`config.mk`:
```
export PLATFORM = sky130hd
export DESIGN_NAME = lsu
export DESIGN_NICKNAME = d
export VERILOG_FILES = /design/src/rtl/lsu_pkg.sv /design/src/rtl/lsu_align.sv /design/src/rtl/lsu.sv
export SDC_FILE = /design/constraint.sdc
export NUM_CORES = 1
export LEC_CHECK = 0
export BUFFER_PORTS_ARGS = -buffer_cell sky130_fd_sc_hd__clkbuf_2
export CAP_MARGIN = 40
export CORE_ASPECT_RATIO = 1.75
export CORE_MARGIN = 3
export CORE_UTILIZATION = 41
export CTS_CLUSTER_DIAMETER = 200
export DETAILED_ROUTE_END_ITERATION = 8
export HOLD_SLACK_MARGIN = 0.1
export PLACE_DENSITY = 0.9
export RECOVER_POWER = 100
export SLEW_MARGIN = 40
export SYNTH_ARGS = -nofsm -noshare
export SYNTH_HDL_FRONTEND = slang
export SYNTH_SLANG_ARGS = --single-unit
```
`constraint.sdc`:
```
create_clock -name clk -period 4.65 [get_ports clk]
set_clock_uncertainty 0.2 [all_clocks]
set_input_delay 0.93 -clock clk [delete_from_list [all_inputs] [get_ports clk]]
set_output_delay 0.93 -clock clk [all_outputs]
set_load 0.01 [all_outputs]
```
`src/rtl/lsu_pkg.sv`:
```
// Shared definitions for the load/store unit: funct3 codes, FSM states and decode helpers.
package lsu_pkg;

  localparam logic [2:0] F3_LB  = 3'd0;
  localparam logic [2:0] F3_LH  = 3'd1;
  localparam logic [2:0] F3_LW  = 3'd2;
  localparam logic [2:0] F3_LBU = 3'd4;
  localparam logic [2:0] F3_LHU = 3'd5;
  localparam logic [2:0] F3_SB  = 3'd0;
  localparam logic [2:0] F3_SH  = 3'd1;
  localparam logic [2:0] F3_SW  = 3'd2;

  typedef enum logic {
    ST_IDLE  = 1'b0,
    ST_SPLIT = 1'b1
  } state_t;

  // Access size in bytes; funct3[1:0]==3 never reaches memory because it is illegal.
  function automatic logic [2:0] size_bytes(input logic [2:0] funct3);
    case (funct3[1:0])
      2'd0:    return 3'd1;
      2'd1:    return 3'd2;
      default: return 3'd4;
    endcase
  endfunction

  function automatic logic funct3_legal(input logic wr, input logic [2:0] funct3);
    if (wr) return funct3 inside {F3_SB, F3_SH, F3_SW};
    else    return funct3 inside {F3_LB, F3_LH, F3_LW, F3_LBU, F3_LHU};
  endfunction

endpackage

```
`src/rtl/lsu_align.sv`:
```
// Byte-lane steering for the LSU: 8-bit lane mask, 64-bit shifted store data,
// and load assembly from two words with sign/zero extension.
module lsu_align (
  input  logic [1:0]  off,
  input  logic [2:0]  size,
  input  logic        sign,
  input  logic [31:0] wdata,
  input  logic [31:0] rd_lo,
  input  logic [31:0] rd_hi,
  output logic [7:0]  mask,
  output logic [63:0] wdata_sh,
  output logic [31:0] rdata
);

  logic [5:0]  sh_bits;
  logic [63:0] rd_sh;

  assign sh_bits  = {off, 3'b000};
  assign wdata_sh = {32'd0, wdata} << sh_bits;
  assign rd_sh    = {rd_hi, rd_lo} >> sh_bits;

  // NOTE: every output of a combinational block gets a default first so no path infers a latch.
  always_comb begin
    mask  = 8'h0F;
    rdata = rd_sh[31:0];
    case (size)
      3'd1: begin
        mask  = 8'h01;
        rdata = sign ? {{24{rd_sh[7]}}, rd_sh[7:0]} : {24'd0, rd_sh[7:0]};
      end
      3'd2: begin
        mask  = 8'h03;
        rdata = sign ? {{16{rd_sh[15]}}, rd_sh[15:0]} : {16'd0, rd_sh[15:0]};
      end
      default: ;
    endcase
    mask = mask << off;
  end

endmodule

```
`src/rtl/lsu.sv`:
```
// RV32I load/store unit in front of a word-indexed, byte-enabled d_mem.
// Define LSU_MISALIGNED_EN to split word-crossing accesses; otherwise misaligned requests fault.
module lsu
  import lsu_pkg::*;
#(
  parameter int unsigned MEM_SIZE_WORDS = 1024
) (
  input  logic        clk,
  input  logic        rst,
  input  logic        req_valid,
  output logic        req_ready,
  input  logic        req_wr,
  input  logic [2:0]  req_funct3,
  input  logic [31:0] req_addr,
  input  logic [31:0] req_wdata,
  output logic        rsp_valid,
  output logic [31:0] rsp_rdata,
  output logic        rsp_fault,
  output logic [31:0] mem_addr,
  output logic        mem_wr_en,
  output logic [31:0] mem_wr_data,
  output logic [3:0]  mem_byte_en,
  input  logic [31:0] mem_rd_data
);

  localparam logic [31:0] MEM_WORDS = 32'(MEM_SIZE_WORDS);

  state_t      state_q;
  logic        accept, fault, crosses, out_of_range, split_go, in_split;
  logic [29:0] word_idx, word_nxt;
  logic [1:0]  off, asm_off;
  logic [2:0]  size_n, asm_size;
  logic        asm_sign;
  logic [7:0]  mask8;
  logic [63:0] wdata64;
  logic [31:0] asm_lo, asm_hi, asm_rdata;

  assign req_ready = (state_q == ST_IDLE) && !rst;
  assign accept    = req_valid && req_ready;
  assign word_idx  = req_addr[31:2];
  assign word_nxt  = word_idx + 30'd1;
  assign off       = req_addr[1:0];
  assign size_n    = size_bytes(req_funct3);
  assign crosses   = |mask8[7:4];
  // The wrapped w+1 is compared too, so a crossing at the top of the map still faults.
  assign out_of_range = ({2'b00, word_idx} >= MEM_WORDS) ||
                        (crosses && ({2'b00, word_nxt} >= MEM_WORDS));

`ifdef LSU_MISALIGNED_EN
  state_t      state_d;
  logic [29:0] split_word;
  logic [3:0]  split_be;
  logic [31:0] split_wdata, hold_rd;
  logic [1:0]  split_off;
  logic [2:0]  split_size;
  logic        split_sign, split_wr;

  assign fault    = !funct3_legal(req_wr, req_funct3) || out_of_range;
  assign split_go = accept && !fault && crosses;
  assign in_split = (state_q == ST_SPLIT);
  assign asm_off  = in_split ? split_off  : off;
  assign asm_size = in_split ? split_size : size_n;
  assign asm_sign = in_split ? split_sign : !req_funct3[2];
  assign asm_lo   = in_split ? hold_rd    : mem_rd_data;
  assign asm_hi   = in_split ? mem_rd_data : 32'd0;

  // NOTE: sequential state is written with non-blocking assignments only.
  always_ff @(posedge clk or posedge rst) begin
    if (rst) state_q <= ST_IDLE;
    else     state_q <= state_d;
  end

  always_comb begin
    state_d = state_q;
    case (state_q)
      ST_IDLE:  if (split_go) state_d = ST_SPLIT;
      ST_SPLIT: state_d = ST_IDLE;
      default:  state_d = ST_IDLE;
    endcase
  end

  // NOTE: the hold registers are plain flops, so they take the async reset like any other state.
  always_ff @(posedge clk or posedge rst) begin
    if (rst) begin
      split_word  <= '0;
      split_be    <= '0;
      split_wdata <= '0;
      split_off   <= '0;
      split_size  <= '0;
      split_sign  <= 1'b0;
      split_wr    <= 1'b0;
      hold_rd     <= '0;
    end else if (split_go) begin
      split_word  <= word_nxt;
      split_be    <= mask8[7:4];
      split_wdata <= wdata64[63:32];
      split_off   <= off;
      split_size  <= size_n;
      split_sign  <= !req_funct3[2];
      split_wr    <= req_wr;
      hold_rd     <= mem_rd_data;
    end
  end
`else
  logic misaligned;
  logic unused_split;

  assign state_q      = ST_IDLE;
  assign misaligned   = |(off & (size_n[1:0] - 2'd1));
  assign fault        = !funct3_legal(req_wr, req_funct3) || out_of_range || misaligned;
  assign split_go     = 1'b0;
  assign in_split     = 1'b0;
  assign asm_off      = off;
  assign asm_size     = size_n;
  assign asm_sign     = !req_funct3[2];
  assign asm_lo       = mem_rd_data;
  assign asm_hi       = 32'd0;
  assign unused_split = ^wdata64[63:32];
`endif

  lsu_align u_align (
    .off      (asm_off),
    .size     (asm_size),
    .sign     (asm_sign),
    .wdata    (req_wdata),
    .rd_lo    (asm_lo),
    .rd_hi    (asm_hi),
    .mask     (mask8),
    .wdata_sh (wdata64),
    .rdata    (asm_rdata)
  );

  always_comb begin
    mem_addr    = '0;
    mem_wr_en   = 1'b0;
    mem_byte_en = '0;
    mem_wr_data = '0;
    if (!rst) begin
      if (accept && !fault) begin
        mem_addr    = {2'b00, word_idx};
        mem_byte_en = mask8[3:0];
        mem_wr_data = wdata64[31:0];
        mem_wr_en   = req_wr;
      end
`ifdef LSU_MISALIGNED_EN
      else if (in_split) begin
        mem_addr    = {2'b00, split_word};
        mem_byte_en = split_be;
        mem_wr_data = split_wdata;
        mem_wr_en   = split_wr;
      end
`endif
    end
  end

  always_ff @(posedge clk or posedge rst) begin
    if (rst) begin
      rsp_valid <= 1'b0;
      rsp_rdata <= '0;
      rsp_fault <= 1'b0;
    end else begin
      rsp_valid <= 1'b0;
      rsp_rdata <= '0;
      rsp_fault <= 1'b0;
      if (accept && fault) begin
        rsp_valid <= 1'b1;
        rsp_fault <= 1'b1;
      end else if (accept && !split_go) begin
        rsp_valid <= 1'b1;
        rsp_rdata <= req_wr ? 32'd0 : asm_rdata;
      end
`ifdef LSU_MISALIGNED_EN
      else if (in_split) begin
        rsp_valid <= 1'b1;
        rsp_rdata <= split_wr ? 32'd0 : asm_rdata;
      end
`endif
    end
  end

endmodule
```
==> impl_metrics.tcl <==
set metrics [dict create \
    wl_met1_microns 3270 \
    worst_slack_ps 460 \
    clock_path_buffers 2 \
    finalSetupViolCount 0 \
    n_fill_cell 601 \
    clock-sinks 34 \
    max-slew-margin-rel_pct -20.1 \
    area_growth_pct 30.2 \
    hp-class "input port to register" \
    drt_iter0_drc 242 \
    port_buffers 184 \
    core_area_sq_um 6370 \
    pre_cts_slack_ps 585 \
    drive_above_1_share_pct 32.6 \
    status "finished, violations left" \
    synth.top_cell.area_share_pct 30.9 \
    vias_per_cell 5.45 \
    worst_pin_slew_ps 1800 \
    netlist-cell-type-count 41 \
    cts_buffers 5 \
    drc 0 \
    multi_input_area_sq_um 1620 \
    fmax_ghz 0.239 \
    yosysTopAreaCell "dfrtp_1" \
    io_pins 207 \
    synthCells 315 \
    timing.final.crit_period_ps 4190 \
    synth_enable_flop_cells 0 \
    cts-htree-levels 2 \
    final.period_utilization_pct 90.1 \
    arrival_ps 3060 \
    grt_max_degree 42 \
    rsz0062_at_grt "false" \
    seqCellArea_sq_um 851 \
    die-area_sq_um 7780 \
    tns_ps 0 \
    p_leak_nw 1.79 \
    start_util_pct 43.3 \
    worstSetupStartpoint "req_funct3[1]" \
    drv_cap 1 \
    nets 590 \
    critPathMaxFanout 20 \
    min_from "req_wr" \
    path_class "input port to output pin" \
    die_h_microns 114 \
    grt_overflow 0 \
    grt_antenna_before_repair 0 \
    ir_drop_mv 0.114 \
    grt_first_pass_wirelength_microns 14300 \
    dr.pass1.iters 4 \
    yosysWarnings 0 \
    clk_pin_slew_ps 70 \
    cts_resized 0 \
    post_cts_buffers 0 \
    grt_pass1_vias 2971 \
    vias 3098 \
    yosysMostFrequentCell "nor2_1" \
    root_buffer "clkbuf_8" \
    wl_per_cell_microns 17.0 \
    drtAntennaViolNets 0 \
    startpoint_type "input port" \
    highest_layer "met4" \
    violations "capacitance limit, slew limit" \
    hpwl_microns 7880 \
    place.gp.congestion 0.929 \
    wl_met3_microns 814 \
    wl_met2_microns 5030 \
    die_w_microns 68.0 \
    syn_area_sq_um 2760 \
    syn_avg_cell_area_sq_um 8.75 \
    synth-seq-cells 34 \
    drt-total-wl_microns 9630 \
    worst_ep_required_time_ps 3520 \
    cts_tree "built" \
    ys_top_cells_by_area "dfrtp_1 31%, mux2i_1 11%, a211oi_1 6.3%, buf_4 6.3%, nor2_1 5.4%" \
    ys.flop_type "dfrtp_1" \
    async_flop_share_pct 100 \
    ys_top_cells_by_count "40 x nor2_1, 34 x dfrtp_1, 31 x mux2i_1" \
    cts_hold_buf 0 \
    antenna_cells 0 \
    ys_seq_area_share_pct 30.9 \
    finalHoldViolations 0 \
    rows 38 \
    track_usage_pct 24.5 \
    end_kind "output pin" \
    drv_slew 36 \
    power_density_nw_per_um2 194 \
]
## layout make-up
type | count | share of cell area (%)
timing repair buffer | 193 | 25.1
multi-input combinational | 247 | 45.2
clock buffer | 7 | 2.41
clock inverter | 1 | 0.139
sequential | 34 | 23.7
tap | 80 | 2.79
inverter | 6 | 0.627
## power breakdown
group	leakage, nW	switching, mW	internal [mW]
registers	0.473	0.000293	0.297
logic	1.27	0.105	0.0692
clock network	0.0482	0.106	0.119
total	1.79	0.211	0.485
## registers in the layout (all words and copies together) (netlist names)
| signal | cells |
|---|---|
| rsp_fault | 1 |
| rsp_rdata | 32 |
| rsp_valid | 1 |
## routing by layer
metal / GRT usage (%) / vias to the layer above
li1: - / 1427
met1: 26.5 / 1408
met2: 43.2 / 223
met3: 3.14 / 40
met4: 14.9 / 0
met5: 0 / -
## cells by family (layout without fill, tap and decap cells)
logic type | count (synthesis) | after routing | synth area share [%]
DFF | 34 | 34 | 30.9
and+or+nand+nor | 112 | 112 | 24.0
other | 1 | 22 | 0.136
muxes | 33 | 33 | 12.5
AOI/OAI and AO/OA | 80 | 80 | 21.3
buffers and inverters | 55 | 207 | 11.2
## layout by cell type (no fill, tap or decap), types with 2 or more instances in the layout
cell type	n
clkbuf_2	124
clkbuf_1	64
nor2_1	41
dfrtp_1	34
a211oi_1	31
mux2i_1	31
a21oi_1	26
conb_1	22
nor2b_1	17
o21ai_0	9
nor3_1	8
and2_0	8
and4_1	8
and3_1	8
a21oi_2	6
clkbuf_8	6
buf_4	6
inv_1	5
nor4_2	4
and2_1	4
nor3_2	3
nand2_1	3
or4_1	2
o21a_1	2
## metrics by stage
step           util (%)  total power [mW]  area [sq um]  std cells  hold WS [ps]
5_1_grt            56.3             0.730          3590        568           780
3_5_place_dp       57.2             0.478          3640        560           849
6_report           56.3             0.696          3590        568           764
2_1_floorplan         -             0.415          2840        336           884
3_3_place_gp       57.2             0.472          3640        560           840
4_1_cts            58.6             0.700          3730        568           539
## worst paths after layout
kind                                   to  slack, ps  cells after the start
min                          rsp_rdata[7]        760                      4
max                        mem_wr_data[3]        460                      7
max in group asynchronous    rsp_rdata[5]       2130                      3
min in group asynchronous       rsp_valid       1080                      3
## worst max-delay path, stage by stage
cell	delay [ps]
clkbuf_2	170
nor2_1	550
o2111ai_2	260
nor3_1	180
clkbuf_1	560
and3_1	250
clkbuf_1	150
Power figures use the tool's default switching activity.
